`src/rtl/spine_link_rx_bridge_if.sv`:
```
// Spine link bundle: leaf-side flit input plus switch-side valid/ready output.
interface spine_link_rx_bridge_if #(
  parameter int DWIDTH = 16,
  parameter int AWIDTH = 6
);
  logic [DWIDTH-1:0] leaf_in_data;
  logic              leaf_in_valid;
  logic [DWIDTH-1:0] sw_out_data;
  logic [AWIDTH-1:0] sw_out_dest_addr;
  logic              sw_out_valid;
  logic              sw_out_ready;

  modport slave (
    input  leaf_in_data,
    input  leaf_in_valid,
    input  sw_out_ready,
    output sw_out_data,
    output sw_out_dest_addr,
    output sw_out_valid
  );

  modport master (
    output leaf_in_data,
    output leaf_in_valid,
    output sw_out_ready,
    input  sw_out_data,
    input  sw_out_dest_addr,
    input  sw_out_valid
  );
endinterface

```
`src/rtl/spine_link_rx_bridge.sv`:
```
// Spine link receiver: FIFO plus output register toward the spine switch.
// Optional even-parity output enabled by defining SPINE_PARITY_EN.
module spine_link_rx_bridge #(
  parameter int DWIDTH = 16,
  parameter int AWIDTH = 6,
  parameter int DEPTH  = 8,
  localparam int PW    = $clog2(DEPTH)
) (
  input  logic                    clk,
  input  logic                    reset,
  spine_link_rx_bridge_if.slave   link,
  output logic [PW:0]             fifo_level,
  output logic [15:0]             flit_count,
  output logic [15:0]             drop_count
`ifdef SPINE_PARITY_EN
  ,
  output logic                    sw_out_parity
`endif
);

  typedef enum logic {
    S_EMPTY = 1'b0,
    S_FULL  = 1'b1
  } state_e;

  state_e            state_q, state_d;
  logic [DWIDTH-1:0] mem_q [DEPTH];
  logic [PW:0]       wr_ptr_q, rd_ptr_q;
  logic [DWIDTH-1:0] data_q, data_d;
  logic [15:0]       flit_q, drop_q;
  logic              empty, full;
  logic              pop, wr_en;

  assign empty = (wr_ptr_q == rd_ptr_q);
  assign full  = (wr_ptr_q[PW] != rd_ptr_q[PW])
              && (wr_ptr_q[PW-1:0] == rd_ptr_q[PW-1:0]);

  // A pop on this edge frees a slot for the incoming flit.
  assign wr_en = link.leaf_in_valid && (!full || pop);

  always_comb begin
    state_d = state_q;
    data_d  = data_q;
    pop     = 1'b0;
    unique case (state_q)
      S_EMPTY: begin
        if (!empty) begin
          pop     = 1'b1;
          state_d = S_FULL;
        end
      end
      S_FULL: begin
        if (link.sw_out_ready) begin
          if (!empty) pop = 1'b1;
          else        state_d = S_EMPTY;
        end
      end
      default: state_d = S_EMPTY;
    endcase
    if (pop) data_d = mem_q[rd_ptr_q[PW-1:0]];
  end

  always_ff @(posedge clk) begin
    if (wr_en && !reset)
      mem_q[wr_ptr_q[PW-1:0]] <= link.leaf_in_data;
  end

  always_ff @(posedge clk) begin
    if (reset) begin
      state_q  <= S_EMPTY;
      data_q   <= '0;
      wr_ptr_q <= '0;
      rd_ptr_q <= '0;
      flit_q   <= '0;
      drop_q   <= '0;
    end else begin
      state_q <= state_d;
      data_q  <= data_d;
      if (wr_en) wr_ptr_q <= wr_ptr_q + 1'b1;
      if (pop)   rd_ptr_q <= rd_ptr_q + 1'b1;
      if (wr_en && flit_q != 16'hFFFF)
        flit_q <= flit_q + 16'd1;
      if (link.leaf_in_valid && !wr_en && drop_q != 16'hFFFF)
        drop_q <= drop_q + 16'd1;
    end
  end

`ifdef SPINE_PARITY_EN
  logic par_q;

  always_ff @(posedge clk) begin
    if (reset)                   par_q <= 1'b0;
    else if (pop)                par_q <= ^data_d;
    else if (state_d == S_EMPTY) par_q <= 1'b0;
  end

  assign sw_out_parity = par_q;
`endif

  assign link.sw_out_data      = data_q;
  assign link.sw_out_dest_addr = data_q[DWIDTH-1 -: AWIDTH];
  assign link.sw_out_valid     = (state_q == S_FULL);
  assign fifo_level            = wr_ptr_q - rd_ptr_q;
  assign flit_count            = flit_q;
  assign drop_count            = drop_q;

endmodule

```
`src/flat_wrapper.sv`:
```
// flat-port wrapper written by rule: the top's interface ports become plain ports
module spine_link_rx_bridge_flat 
#(
  parameter int DWIDTH = 16,
  parameter int AWIDTH = 6,
  parameter int DEPTH  = 8,
  localparam int PW    = $clog2(DEPTH)
)
  (clk, reset, fifo_level, flit_count, drop_count, link_leaf_in_data, link_leaf_in_valid, link_sw_out_ready, link_sw_out_data, link_sw_out_dest_addr, link_sw_out_valid);
  spine_link_rx_bridge_if #(.DWIDTH(DWIDTH), .AWIDTH(AWIDTH)) link_i ();
  input  logic clk;
  input  logic reset;
  output logic [PW:0] fifo_level;
  output logic [15:0] flit_count;
  output logic [15:0] drop_count;
  input wire logic [$bits(link_i.leaf_in_data)-1:0] link_leaf_in_data;
  input wire logic [$bits(link_i.leaf_in_valid)-1:0] link_leaf_in_valid;
  input wire logic [$bits(link_i.sw_out_ready)-1:0] link_sw_out_ready;
  output wire logic [$bits(link_i.sw_out_data)-1:0] link_sw_out_data;
  output wire logic [$bits(link_i.sw_out_dest_addr)-1:0] link_sw_out_dest_addr;
  output wire logic [$bits(link_i.sw_out_valid)-1:0] link_sw_out_valid;
  assign link_i.leaf_in_data = link_leaf_in_data;
  assign link_i.leaf_in_valid = link_leaf_in_valid;
  assign link_i.sw_out_ready = link_sw_out_ready;
  assign link_sw_out_data = link_i.sw_out_data;
  assign link_sw_out_dest_addr = link_i.sw_out_dest_addr;
  assign link_sw_out_valid = link_i.sw_out_valid;
  spine_link_rx_bridge #(.DWIDTH(DWIDTH), .AWIDTH(AWIDTH), .DEPTH(DEPTH)) u_core (.clk(clk), .reset(reset), .link(link_i), .fifo_level(fifo_level), .flit_count(flit_count), .drop_count(drop_count));
endmodule
```
`config.mk`:
```
export PLATFORM = sky130hd
export DESIGN_NAME = spine_link_rx_bridge_flat
export DESIGN_NICKNAME = d
export VERILOG_FILES = /design/src/rtl/spine_link_rx_bridge_if.sv /design/src/rtl/spine_link_rx_bridge.sv /design/src/flat_wrapper.sv
export SDC_FILE = /design/constraint.sdc
export NUM_CORES = 1
export LEC_CHECK = 0
export CELL_PAD_IN_SITES_DETAIL_PLACEMENT = 1
export CELL_PAD_IN_SITES_GLOBAL_PLACEMENT = 1
export CORE_MARGIN = 5
export CORE_UTILIZATION = 30
export DETAILED_ROUTE_END_ITERATION = 6
export PLACE_DENSITY = 0.57
export SLEW_MARGIN = 20
export SYNTH_ARGS = -nofsm -noshare
export SYNTH_HDL_FRONTEND = slang
export SYNTH_SLANG_ARGS = --single-unit
```
`constraint.sdc`:
```
create_clock -name clk -period 3.33 [get_ports clk]
set_input_delay 0.333 -clock clk [delete_from_list [all_inputs] [get_ports clk]]
set_output_delay 0.333 -clock clk [all_outputs]
set_load 0.02 [all_outputs]
```
==> results of run 1 <==
worst max-delay path by stage:
stage,cells after the start,from,end,slack (ps)
after global routing,5,u_core.wr_ptr_q[0]$_SDFFE_PP0P_,fifo_level[2],360
final,5,u_core.wr_ptr_q[0]$_SDFFE_PP0P_,fifo_level[2],520
after floorplan,8,u_core.rd_ptr_q[2]$_SDFFE_PP0P_,u_core.mem_q[1][0]$_DFFE_PP_,240
after global placement,8,u_core.wr_ptr_q[0]$_SDFFE_PP0P_,u_core.mem_q[2][4]$_DFFE_PP_,910
after detailed placement,8,u_core.wr_ptr_q[0]$_SDFFE_PP0P_,u_core.mem_q[1][4]$_DFFE_PP_,760
after CTS,5,u_core.wr_ptr_q[0]$_SDFFE_PP0P_,fifo_level[2],470
power by group through the flow:
stage / sequential [mW] / combinational [mW] / clock (mW)
2_1_floorplan: 2.85 / 0.909 / 0
3_3_place_gp: 2.73 / 1.58 / 0
3_5_place_dp: 2.74 / 1.59 / 0
4_1_cts: 2.69 / 1.60 / 2.27
5_1_grt: 2.71 / 1.71 / 2.36
6_report: 2.68 / 1.55 / 2.20
sequential cells by signal (all words and copies together), names as in the netlist:
| register | cells |
|---|---|
| u_core.flit_count | 16 |
| u_core.link.sw_out_data | 16 |
| u_core.mem_q | 128 |
| u_core.rd_ptr_q | 4 |
| u_core.wr_ptr_q | 4 |
| u_core.drop_count | 16 |
| u_core.link.sw_out_valid | 1 |
logic make-up after synthesis:
kind of cell               count (synthesis)  synth area share, %
AOI/OAI and AO/OA                         41                 4.31
xor gates and xnor gates                  28                 3.35
adders and majority gates                  8                 1.43
buffers and inverters                     43                 2.59
DFF                                      185                 66.0
muxes                                     39                 10.6
and+or+nand+nor                          177                 11.8
worst reg2reg max path, delay by kind of cell, from the launching register on:
family,cells,cell delay (ps)
flip-flops,1,510
adder cells (fa/ha/maj),1,320
buffers and inverters,3,610
AO/OA/AOI/OAI,1,80
AND/OR/NAND/NOR,3,720
routing by layer:
| layer | GRT usage [%] | part of all wire (%) |
|---|---|---|
| met5 | 0 | 0 |
| met4 | 3.07 | 0.79 |
| met2 | 22.2 | 51 |
| met3 | 3.11 | 4.2 |
| met1 | 15.9 | 44 |
stage by stage:
stage	cells	instance area, µm²
floorplan	521	7560
global placement	913	8720
detailed placement	913	8720
CTS	945	9360
global route	945	9360
finish	945	9360
final cells by class:
class                           count  area, µm²  area share, %
Tap cell                          330        413           4.41
Inverter                           12       45.0          0.481
Clock buffer                       17        425           4.55
Multi-Input combinational cell    293       2390           25.5
Clock inverter                     15        211           2.26
Sequential cell                   185       4990           53.3
Timing Repair Buffer               93        888           9.49
cells in the final DEF, fill, tap and decap left out, drive strengths merged, types with 2 or more instances in the layout:
cell | Yosys | routed
clkbuf | 14 | 17
or3 | 2 | 2
nand4 | 15 | 15
or2 | 2 | 2
dfxtp | 57 | 57
clkdlybuf4s50 | 0 | 77
mux2 | 5 | 5
and3 | 6 | 6
nand2 | 47 | 47
nor3 | 10 | 10
edfxtp | 128 | 128
a311oi | 16 | 16
nand3b | 2 | 2
inv | 11 | 17
o31ai | 2 | 2
mux2i | 2 | 2
nor2 | 62 | 62
nor4 | 6 | 6
buf | 17 | 16
a21oi | 8 | 8
a211oi | 7 | 7
nor2b | 5 | 5
bufinv | 0 | 4
mux4 | 32 | 32
ha | 7 | 7
clkinv | 1 | 4
clkinvlp | 0 | 2
nand3 | 14 | 14
xor2 | 6 | 6
nor4b | 2 | 2
xnor2 | 22 | 22
==> impl_metrics.json, run 1 <==
{
  "routed_via_density": 4.81,
  "clk_pin_slew_ps": 70,
  "synthMostInstantiatedCell": "edfxtp_1",
  "yosysSeqAreaShare_pct": 66.0,
  "p_sw_mw": 1.84,
  "clock-sinks": 185,
  "cp.required_ps": 3000,
  "postSynthNetCount": 549,
  "utilization_pct": 37.5,
  "fill_cells": 2597,
  "ctsHoldBuffers": 0,
  "num_vias": 4544,
  "synth_cell_types": 53,
  "grt_pass1_wl_um": 28300,
  "crit_path_max_fanout": 8,
  "min_period_ps": 2810,
  "drtPass1Iterations": 4,
  "path_cells": "inv_1 -> ha_1 -> fa_1 -> xnor2_1 -> clkdlybuf4s50_1",
  "grt_start_max_net_pins": 38,
  "grtUsageTotal_pct": 12.7,
  "pre_cts_slack_ps": 763,
  "clock_path_buffers": 2,
  "reg2reg_to": "u_core.mem_q[1][0]$_DFFE_PP_",
  "min_to": "u_core.flit_count[4]$_SDFFE_PP0P_",
  "synth_top_cells_by_area": "edfxtp_1 (51%), dfxtp_1 (15%), mux4_2 (9.5%), nor2_1 (3.1%), xnor2_1 (2.4%)",
  "grt_overflow": 0,
  "grt_pass1_vias": 5012,
  "end_kind": "primary output",
  "max_cap_violations": 0,
  "fp-row-count": 58,
  "dpl.hpwl_um": 11300,
  "async_flop_share_pct": 0,
  "rsz0062_at_grt": "no",
  "post_route_cells_drive_above_1_share_pct": 17.1,
  "hold_slack_ps": 393,
  "place.gp.congestion": 0.777,
  "synth_common_cells": "edfxtp_1 (128), nor2_1 (62), dfxtp_1 (57), nand2_1 (47), mux4_2 (32)",
  "power-per-cell-area_mw_per_mm2": 688,
  "syn_area_mm2": 0.00755,
  "pwr-share-comb_pct": 24.1,
  "hold_viol_final": 0,
  "finalCritPeriodShare_pct": 84.3,
  "die_h_um": 169,
  "antenna_found_initial": 0,
  "portBuffers": 78,
  "worst_pin_slew_ps": 700,
  "cp_slowest_cell": "clkdlybuf4s50_1",
  "layout.nets": 630,
  "cts_resized": 0,
  "cts-htree-levels": 4,
  "ys_ff_latch": 185,
  "internal-power_mw": 4.59,
  "power.leakage_nw": 3.02,
  "vdd_ir_drop_max_mv": 0.328,
  "synthFlopType": "edfxtp_1",
  "min-delay-start": "reset",
  "drc_errors": 0,
  "wl_um": 17300,
  "core_area_mm2": 0.0250,
  "whs_path_depth": 2,
  "dieArea_mm2": 0.0284,
  "io_pins": 79,
  "p_sw_share_pct": 28.6,
  "cts_buffers": 17,
  "syn_area_per_cell_um2": 14.5,
  "synth_top_area_share_pct": 50.9,
  "finalPower_mw": 6.43,
  "routedWlPerCell_um": 18.3,
  "initialDrtViolationCount": 218,
  "postRouteAntennaNets": 0,
  "num_antenna_cells": 0,
  "seqPwrFrac_pct": 41.7,
  "path_buf_inv": 2,
  "syn-instance-count": 521,
  "setup_violations": 0,
  "hold_path_class": "input pin to flip-flop",
  "fin_ws_ps": 523,
  "slew_violations": 0,
  "cts_setup_buffers": 0,
  "cts-root-buf": "clkbuf_16",
  "slowest_delay_ps": 640,
  "setup-tns-final_ps": 0,
  "yosys.area.top_type": "edfxtp_1",
  "cp-start-kind": "flip-flop",
  "yosysWarningCount": 0,
  "arrival_ps": 2470,
  "r2r_cells": 8,
  "max_freq_ghz": 0.356,
  "path_class": "flip-flop to primary output",
  "clock_latency_ps": 430,
  "syn2layout_area_growth_pct": 23.9,
  "status": "completed",
  "power_frac_clock_pct": 34.1,
  "cts_tree": "done",
  "regToRegStartpoint": "u_core.wr_ptr_q[0]$_SDFFE_PP0P_",
  "slew_headroom_pct": 53.4,
  "die_w_um": 169,
  "skew_ps": 13.4,
  "rrSetupSlack_ps": 770,
  "synth_edf_count": 128,
  "crit_family": "buffers and inverters",
  "initial_core_util_pct": 30.2
}
Power figures use the tool's default switching activity.
==> inputs of run 2 (changes only) <==
Clock period 3.33 ns to 2.4 ns, I/O delays scaled along.
==> run 2 against run 1 <==
Compared with the run above: global-route usage increased by 0.13 points; clock-buffer cell count unchanged; clock power increased by 39%; flip-flop and latch count unchanged; largest power group unchanged; first-iteration DRC count increased by 33%.
==> impl_metrics.json, run 2 (synthesis gave the netlist of run 1 again) <==
{
  "status": "completed",
  "grtUsageTotal_pct": 12.8,
  "clock-sinks": 185,
  "cts_setup_buffers": 0,
  "fp-row-count": 58,
  "hold_path_class": "input pin to flip-flop",
  "die_h_um": 169,
  "cts_tree": "done",
  "worst_pin_slew_ps": 709,
  "setup-tns-final_ps": 0,
  "finalCritPeriodShare_pct": 92.7,
  "grt_pass1_wl_um": 28300,
  "cp.required_ps": 2160,
  "clock_path_buffers": 2,
  "regToRegStartpoint": "u_core.rd_ptr_q[2]$_SDFFE_PP0P_",
  "cts-htree-levels": 4,
  "final_cell_mix": "edfxtp_1 (128), clkdlybuf4s50_1 (74), nor2_1 (56)",
  "grt_overflow": 0,
  "rrSetupSlack_ps": 270,
  "max_cap_violations": 0,
  "crit_path_max_fanout": 3,
  "drc_errors": 0,
  "arrival_ps": 1980,
  "max_freq_ghz": 0.450,
  "power-per-cell-area_mw_per_mm2": 941,
  "cts-root-buf": "clkbuf_16",
  "pre_cts_slack_ps": 151,
  "vdd_ir_drop_max_mv": 0.420,
  "clock_latency_ps": 430,
  "power.leakage_nw": 3.13,
  "grt_start_max_net_pins": 39,
  "fin_ws_ps": 176,
  "end_kind": "primary output",
  "r2r_cells": 7,
  "skew_ps": 22.3,
  "wl_um": 17600,
  "dpl.hpwl_um": 11700,
  "finalPower_mw": 9.07,
  "drtPass1Iterations": 4,
  "clk_pin_slew_ps": 70,
  "post_route_cells_drive_above_1_share_pct": 20.6,
  "slew_violations": 0,
  "final_common_cell": "edfxtp_1",
  "place.gp.congestion": 0.737,
  "postRouteAntennaNets": 0,
  "largest_reg_flops": 128,
  "reg2reg_to": "u_core.mem_q[0][11]$_DFFE_PP_",
  "grt_pass1_vias": 5102,
  "critPathCapture": "fifo_level[3]",
  "utilization_pct": 38.6,
  "cp-start-kind": "flip-flop",
  "min_period_ps": 2220,
  "cts_buffers": 17,
  "core_area_mm2": 0.0250,
  "antenna_found_initial": 0,
  "dieArea_mm2": 0.0284,
  "rsz0062_at_grt": "no",
  "hold_viol_final": 0,
  "routedWlPerCell_um": 18.4,
  "setup_violations": 0,
  "num_vias": 4677,
  "num_antenna_cells": 0,
  "hold_slack_ps": 328,
  "syn2layout_area_growth_pct": 27.6,
  "cp-startpoint": "u_core.rd_ptr_q[1]$_SDFFE_PP0P_",
  "slew_headroom_pct": 52.7,
  "portBuffers": 78,
  "ctsHoldBuffers": 0,
  "layout.nets": 641,
  "path_class": "flip-flop to primary output",
  "initial_core_util_pct": 30.2,
  "die_w_um": 169,
  "io_pins": 79,
  "routed_via_density": 4.89,
  "initialDrtViolationCount": 289
}
run 2: changes by cell type in the layout (fill, tap and decap cells not counted), sizes merged:
| cell | before | now |
|---|---|---|
| clkdlybuf4s50 | 77 | 74 |
| bufinv | 4 | 3 |
| clkinvlp | 2 | 0 |
| dlygate4sd2 | 0 | 3 |
| inv | 17 | 18 |
| buf | 16 | 27 |
| clkinv | 4 | 6 |
run 2: worst min path at each step:
stage                                       startpoint                                       to  slack [ps]  depth (start not counted)
2_1_floorplan                     link_leaf_in_data[0]             u_core.mem_q[0][0]$_DFFE_PP_         340                          0
3_3_place_gp   u_core.link.sw_out_data[1]$_SDFFE_PP0P_  u_core.link.sw_out_data[1]$_SDFFE_PP0P_         490                          2
3_5_place_dp   u_core.link.sw_out_data[0]$_SDFFE_PP0P_  u_core.link.sw_out_data[0]$_SDFFE_PP0P_         490                          2
4_1_cts                                          reset       u_core.flit_count[11]$_SDFFE_PP0P_         310                          3
5_1_grt                                          reset        u_core.flit_count[9]$_SDFFE_PP0P_         330                          3
6_report                                         reset        u_core.flit_count[2]$_SDFFE_PP0P_         330                          3
run 2: repair_timing:
item,in CTS,in global routing
resized for setup,4,0
setup endpoints to repair,3,0
hold endpoints to repair,0,0
run 2: cell type report:
type / count / area, µm²
multi-input combinational: 293 / 2480
clock buffer: 17 / 425
timing repair buffer: 104 / 1040
clock inverter: 15 / 226
sequential: 185 / 4990
tap: 330 / 413
fill: 2594 / 15300
inverter: 12 / 57.6
run 2: per-stage QoR:
stage | instances | area, µm²
4_1_cts | 956 | 9630
3_5_place_dp | 924 | 8980
6_report | 956 | 9630
5_1_grt | 956 | 9630
3_3_place_gp | 924 | 8980
2_1_floorplan | 521 | 7710
run 2: worst max-delay path, stage by stage, from the launching register on:
cell and delay, ps:
dfxtp_2 360, inv_1 90, ha_4 240, a21o_1 160
a21oi_1 190, xnor2_1 140, dlygate4sd2_1 370
run 2: routing by layer:
metal	track usage, %	wire length (µm)
met4	2.96	95
met5	0	0
met2	22.2	9010
met3	3.11	788
met1	16.3	7700
run 2: report_power, final:
group / switching (mW) / internal, mW / total (mW) / leakage [nW]
Sequential: 0.134 / 3.60 / 3.74 / 1.62
Clock: 1.35 / 1.71 / 3.06 / 0.320
Combinational: 1.21 / 1.06 / 2.27 / 1.19
Total: 2.70 / 6.37 / 9.07 / 3.13
